### src/rtl/fetch_unit.sv
// Instruction fetch stage: owns the PC and the IF/ID pipeline register.
// Handles hazard stalls, shared-SRAM conflicts, and branch redirects.
// With a delay slot, a redirect that cannot fetch its delay slot is parked
// in tgt_r (PEND) until the slot is fetched.
module fetch_unit #(
    parameter logic [15:0] RESET_PC   = 16'h0000,
    parameter logic [15:0] NOP_WORD   = 16'h0800,
    parameter int          DELAY_SLOT = 1
) (
    input  logic        clk,
    input  logic        rst,
    input  logic        stall,
    input  logic        memConflict,
    input  logic        redirect,
    input  logic [15:0] redirectTarget,
    input  logic [15:0] instrIn,
    output logic [15:0] pcOut,
    output logic [15:0] idInstr,
    output logic [15:0] idPc,
    output logic        idValid
);

    typedef enum logic [0:0] {
        ST_RUN  = 1'b0,
        ST_PEND = 1'b1
    } state_t;

    localparam bit DS_EN = (DELAY_SLOT != 0);

    state_t      state_r, state_s;
    logic [15:0] pc_r, pc_s;
    logic [15:0] id_instr_r, id_instr_s;
    logic [15:0] id_pc_r, id_pc_s;
    logic        id_valid_r, id_valid_s;
    logic [15:0] tgt_r, tgt_s;
    logic        fire_s;
    logic        take_s;

    // The fetch address goes straight to instruction memory.
    assign pcOut   = pc_r;
    assign idInstr = id_instr_r;
    assign idPc    = id_pc_r;
    assign idValid = id_valid_r;

    // FSM state register.
    always_ff @(posedge clk or negedge rst) begin
        if (!rst) begin
            state_r <= ST_RUN;
        end else begin
            state_r <= state_s;
        end
    end

    // Next-state and next-register computation; at most one PC update per edge.
    always_comb begin
        fire_s     = !stall && !memConflict;
        // Redirects are only honoured when not stalled and nothing is pending.
        take_s     = redirect && !stall && (state_r == ST_RUN);
        state_s    = state_r;
        pc_s       = pc_r;
        id_instr_s = id_instr_r;
        id_pc_s    = id_pc_r;
        id_valid_s = id_valid_r;
        tgt_s      = tgt_r;

        if (stall) begin
            // Full hold of IF, ID and FSM.
            state_s = state_r;
        end else if (!DS_EN && take_s) begin
            // No delay slot: the instruction behind the branch is squashed.
            pc_s       = redirectTarget;
            id_instr_s = NOP_WORD;
            id_valid_s = 1'b0;
        end else if (fire_s) begin
            id_instr_s = instrIn;
            id_pc_s    = pc_r + 16'h0001;
            id_valid_s = 1'b1;
            case (state_r)
                ST_RUN: begin
                    if (take_s) begin
                        pc_s = redirectTarget;
                    end else begin
                        pc_s = pc_r + 16'h0001;
                    end
                end
                ST_PEND: begin
                    // Delay slot fetched now; jump to the parked target.
                    pc_s    = tgt_r;
                    state_s = ST_RUN;
                end
                default: begin
                    pc_s    = pc_r + 16'h0001;
                    state_s = ST_RUN;
                end
            endcase
        end else begin
            // SRAM busy: insert a bubble, keep the PC and idPc.
            id_instr_s = NOP_WORD;
            id_valid_s = 1'b0;
            if (DS_EN && take_s) begin
                tgt_s   = redirectTarget;
                state_s = ST_PEND;
            end else begin
                tgt_s = tgt_r;
            end
        end
    end

    // PC, IF/ID and parked-target registers.
    always_ff @(posedge clk or negedge rst) begin
        if (!rst) begin
            pc_r       <= RESET_PC;
            id_instr_r <= NOP_WORD;
            id_pc_r    <= 16'h0000;
            id_valid_r <= 1'b0;
            tgt_r      <= 16'h0000;
        end else begin
            pc_r       <= pc_s;
            id_instr_r <= id_instr_s;
            id_pc_r    <= id_pc_s;
            id_valid_r <= id_valid_s;
            tgt_r      <= tgt_s;
        end
    end

endmodule
### config.mk
export PLATFORM = sky130hd
export DESIGN_NAME = fetch_unit
export DESIGN_NICKNAME = d
export VERILOG_FILES = /design/src/rtl/fetch_unit.sv
export SDC_FILE = /design/constraint.sdc
export NUM_CORES = 1
export LEC_CHECK = 0
export ABC_AREA = 0
export BUFFER_PORTS_ARGS = -buffer_cell sky130_fd_sc_hd__buf_2
export CORE_ASPECT_RATIO = 0.7
export CORE_MARGIN = 4
export CORE_UTILIZATION = 53
export DETAILED_ROUTE_END_ITERATION = 12
export PLACE_DENSITY_LB_ADDON = 0.08
export RECOVER_POWER = 100
export SETUP_SLACK_MARGIN = 0.2
export SYNTH_ARGS = -nofsm -noshare
export SYNTH_HDL_FRONTEND = slang
export SYNTH_SLANG_ARGS = --single-unit
### constraint.sdc
create_clock -name clk -period 1.96 [get_ports clk]
set_input_delay 0.098 -clock clk [delete_from_list [all_inputs] [get_ports clk]]
set_output_delay 0.098 -clock clk [all_outputs]
set_load 0.02 [all_outputs]
==> results of run 1 <==
==> registers in the layout, indices dropped and copies added, names as in the netlist <==
name,flops
state_r,1
idValid,1
idPc,16
pcOut,16
tgt_r,16
idInstr,16
==> cells in the final DEF (no fill, tap or decap), types with 10 or more instances in the layout <==
master         synthesis  final
o21ai_0               23     23
buf_4                  1     10
dlygate4sd3_1          0     29
mux2_2                16     16
nor2_1                17     17
buf_2                  7     35
clkbuf_1               5     52
dfrtp_1               65     64
nand2_1               37     37
clkbuf_8               0     10
a22o_1                16     16
==> what timing repair did <==
action	4_1_cts	5_1_grt
endpoints found under the setup margin	0	5
endpoints found under the hold margin	49	0
setup buffers	0	0
gates resized for setup	0	4
hold buffers	29	0
==> per-layer routing <==
metal	up-vias	share of wire	global-route usage
met4	0	0.0099	0.0670
li1	1360	-	-
met3	9	0.092	0.0750
met1	1337	0.46	0.358
met2	114	0.44	0.356
met5	-	0	0
==> cell families (layout without fill, tap and decap cells) <==
logic type,Yosys count,count (layout),synth area share
AO/OA/AOI/OAI,81,81,0.173
XOR/XNOR,12,12,0.0317
multiplexers,17,17,0.0574
AND/OR/NAND/NOR,103,103,0.184
adder cells (fa/ha/maj),1,1,0.00378
buffers and inverters,28,149,0.0503
flip-flops,66,66,0.499
==> final cells by class <==
| cell class | instances | area share |
|---|---|---|
| Sequential cell | 66 | 0.394 |
| Multi-Input combinational cell | 214 | 0.348 |
| Timing Repair Buffer | 128 | 0.181 |
| Clock buffer | 10 | 0.0328 |
| Tap cell | 75 | 0.0223 |
| Clock inverter | 6 | 0.0173 |
| Inverter | 5 | 0.00447 |
==> worst max-delay path, cell delays in order (launching register included) <==
cell	delay (ps)
dfrtp_1	600
nand4_1	280
nor4_2	390
nor2_1	90
a221o_1	260
==> cells in the mapped netlist, types with 2 or more instances <==
| cell type | instances | area share |
|---|---|---|
| nand2b_1 | 3 | 0.0057 |
| nand4_1 | 3 | 0.0057 |
| o31ai_1 | 2 | 0.0045 |
| o21a_1 | 2 | 0.0045 |
| o21ai_0 | 23 | 0.035 |
| clkbuf_2 | 3 | 0.0045 |
| a31oi_1 | 5 | 0.0094 |
| mux2_2 | 16 | 0.054 |
| buf_2 | 7 | 0.011 |
| xor2_1 | 4 | 0.011 |
| nor2_1 | 17 | 0.019 |
| a21oi_1 | 8 | 0.012 |
| a221oi_1 | 2 | 0.0053 |
| o22a_1 | 3 | 0.0079 |
| and2_1 | 5 | 0.0094 |
| dfrtp_1 | 65 | 0.49 |
| nand3_1 | 8 | 0.012 |
| a221o_1 | 3 | 0.0091 |
| clkbuf_1 | 5 | 0.0057 |
| nor4_4 | 4 | 0.026 |
| nor3_1 | 6 | 0.0091 |
| a211oi_1 | 2 | 0.0045 |
| inv_1 | 5 | 0.0057 |
| nand2_1 | 37 | 0.042 |
| buf_6 | 6 | 0.020 |
| xnor2_1 | 8 | 0.021 |
| o21ai_2 | 2 | 0.0053 |
| and3_1 | 5 | 0.0094 |
| a22o_1 | 16 | 0.042 |
==> report_power, final <==
group	internal (mW)	switching [mW]	leakage, nW
combinational	0.510	0.787	0.910
clock	0.637	0.570	0.104
sequential	1.67	0.321	0.816
==> worst min-delay path by stage <==
stage / start / to / slack, ps / depth (start not counted)
after floorplan: rst / idInstr[0]$_DFFE_PN0N_ / -200 / 0
after global placement: rst / pcOut[14]$_DFFE_PN0P_ / 120 / 1
after detailed placement: rst / pcOut[14]$_DFFE_PN0P_ / 120 / 1
after CTS: redirectTarget[7] / tgt_r[7]$_DFFE_PN0P_ / 0.09 / 2
after global routing: redirectTarget[10] / tgt_r[10]$_DFFE_PN0P_ / 7 / 2
final: redirectTarget[7] / tgt_r[7]$_DFFE_PN0P_ / 10 / 2
==> run metrics, run 1 <==
Final Hold Viols=0; Clock Latency Late Sink=350 ps; Final Util=0.712; GR Overflow Total=0; status=completed; total die area=7600 µm²; Longest Clk Path Bufs=2; Ys Warns=0; starting density of the core=0.561; Post-Syn Nets=346; nets=462; Unique masters post-synth=62; clock slew at reported path FFs=80 ps; DRT Wirelength=8570 µm; Least-Margin Pin Slew=1330 ps; final setup fails=0; EDFF count, synth=0; final max-slew violation count=0; FF+latch area=1650 µm²; Tmin final=1720 ps; Hold Crit Class=input port to flop; area of the core=5900 µm²; period utilization=0.879; htree depth=3; GRT Total Usage=0.245; Pre-antenna DRT Iters=4; CP Launch Type=flop; setup_tns=0 ps; IO Count=86; crit path kind=flop to flop; Vias=2820; vias per cell=5.60; skew final=6.28 ps; ANT nets after route=0; largest net degree at the start of global routing=34; CTS Root Cell=clkbuf_8; Cells after Synth=308; Max-Cap Viols=0; DP Worst Slack=277 ps; worst vdd ir=601 µV; #FFs+latches synth=66; Design Area, Final=4200 µm²; fmax=580 MHz; chip height=74.1 µm; initial antenna violation count=0; CP max FO=11; area of the multi-input gates=1460 µm²; FF-to-FF End=idPc[14]$_DFFE_PN0P_; Site Rows=23; worst hold margin=10.7 ps; Top FF cell, synth=dfrtp_1; Synth Cell Area=3310 µm²; DP Area=3800 µm²; power per cell area=1070 nW/µm²; Worst EP arrival=1970 ps; drt initial violations=251; Fill cells=489; Final Non-Filler Cells=504; Sink Count=66; total placed cells including tap cells=459; CP Capture Type=flop; routability cong.=0.868; share of layout cells above drive strength 1=0.224; DIE WIDTH=102 µm; Leakage=1.83 nW; first-pass GRT wire length=14100 µm; Max-slew headroom=0.113; Final HPWL DP=5850 µm; ys async rst share=1.00; port bufs=85; Wirelength per Cell=17.0 µm; Reg2Reg Depth=4; Tot Pwr=4.49 mW; RSZ-0062 raised after global routing=yes; DR DRC count=0; worst setup margin=237 ps; Worst Path Required=2210 ps; r2r setup slk=240 ps; CP endpoint=idPc[14]$_DFFE_PN0P_; CP startpoint=pcOut[9]$_DFFE_PN0P_; TritonCTS clock tree=done; area growth from synthesis to layout=26.9%; # diodes=0; vias in the first global route=2646; Reg-to-Reg Start=pcOut[9]$_DFFE_PN0P_; post-synthesis sequential area ratio=0.499; Num CTS Buffers=9; Avg Cell Area, Syn=10.7 µm²
(Power assumes the default switching activity.)
==> run 2: changes to the inputs <==
RECOVER_POWER = default   (was 100)
SETUP_SLACK_MARGIN = default   (was 0.2)
==> run metrics, run 2 (synthesis results as in run 1) <==
met2 routed WL=3780 µm; ANT nets after route=0; Worst path max stage delay=470 ps; vias per cell=5.67; Max-Cap Viols=0; met1 WL=3960 µm; Hold Crit Class=input port to flop; share of layout cells above drive strength 1=0.347; Bufs and invs on worst path=0; nets=462; met3 wire len=718 µm; first-pass GRT wire length=14100 µm; Longest Clk Path Bufs=2; Top Family by Delay on Critical Path=simple AND/OR/NAND/NOR gates; clock slew at reported path FFs=70 ps; chip height=74.1 µm; initial antenna violation count=0; Max Used Layer=met4; Tot Pwr=4.56 mW; commonest non-fill, non-tap cells in the layout=85 x buf_2, 65 x dfrtp_1, 37 x nand2_1; Hold Startpoint=redirectTarget[10]; most common cell after layout, fill and taps aside=buf_2; period utilization=0.870; fmax=587 MHz; Sink Count=66; Worst Path Required=2190 ps; Max-slew headroom=0.630; final max-slew violation count=0; CP Cell Sequence=ha_1, nand2_1, nor3_1, and3_1, o211ai_1; CP max FO=7; drt initial violations=214; Num CTS Buffers=9; IO Count=86; final setup fails=0; Design Area, Final=4300 µm²; CP Launch Type=flop; setup bufs post-CTS=0; Clock Latency Late Sink=360 ps; crit path kind=flop to flop; setup_tns=0 ps; largest net degree at the start of global routing=34; htree depth=3; DP Area=3800 µm²; Final HPWL DP=5850 µm; CTS resizes=0; Reg-to-Reg Start=pcOut[0]$_DFFE_PN0P_; port bufs=85; Least-Margin Pin Slew=556 ps; Hold Buf Count CTS=29; CTS Root Cell=clkbuf_8; Wirelength per Cell=17.0 µm; Worst EP arrival=1940 ps; Leakage=2.03 nW; status=completed; # diodes=0; Pre-antenna DRT Iters=4; power per cell area=1060 nW/µm²; GRT Total Usage=0.245; routability cong.=0.868; Tmin final=1700 ps; vias in the first global route=2646; CP startpoint=pcOut[0]$_DFFE_PN0P_; Final Util=0.729; DR DRC count=0; TritonCTS clock tree=done; DRT Wirelength=8550 µm; worst vdd ir=611 µV; Vias=2860; CP Capture Type=flop; Final Hold Viols=0; GR Overflow Total=0; Site Rows=23; RSZ-0062 raised after global routing=no; skew final=8.15 ps; area of the core=5900 µm²; total die area=7600 µm²; DIE WIDTH=102 µm; area growth from synthesis to layout=30.0%; CP max stage cell=dfrtp_1; starting density of the core=0.561
==> run 2: worst reg2reg max path, delay by kind of cell (launching register included) <==
kind,cells,cell delay (ps)
AOI/OAI and AO/OA,1,100
adders and majority gates,1,300
DFF,1,470
and+or+nand+nor,3,710
==> run 2: area by class of cell <==
cell class | count | area [µm²]
flip-flops and latches | 66 | 1650
multi-input cells | 214 | 1490
fillers | 458 | 1600
clock buffers | 10 | 138
inverters | 5 | 18.8
well taps | 75 | 93.8
repair buffers | 128 | 833
clock inverters | 6 | 72.6
==> run 2: power breakdown <==
part	switching, mW	leakage, nW	internal [mW]
clock	0.573	0.104	0.637
sequential	0.316	0.817	1.67
combinational	0.794	1.11	0.575
==> run 2: path summary, 6_finish.rpt <==
path / endpoint / slack, ps / depth (start not counted)
worst min register to register: idPc[11]$_DFFE_PN0P_ / 470 / 2
worst max-delay path: pcOut[14]$_DFFE_PN0P_ / 260 / 5
worst max register to register: pcOut[14]$_DFFE_PN0P_ / 260 / 5
min in group asynchronous: idPc[14]$_DFFE_PN0P_ / 260 / 2
max in group asynchronous: idPc[3]$_DFFE_PN0P_ / 1010 / 3
worst min-delay path: tgt_r[10]$_DFFE_PN0P_ / 10 / 2
==> run 2: routing by layer <==
metal / track usage / up-vias
met5: 0 / -
li1: - / 1364
met4: 0.0670 / 0
met3: 0.0750 / 9
met1: 0.358 / 1366
met2: 0.356 / 121
==> run 2: through the flow <==
stage	hold slack (ps)	setup slack (ps)	cells
5_1_grt	6.59	137	504
3_5_place_dp	123	277	459
3_3_place_gp	124	323	459
6_report	12.5	255	504
2_1_floorplan	-198	294	308
4_1_cts	0.0915	273	504
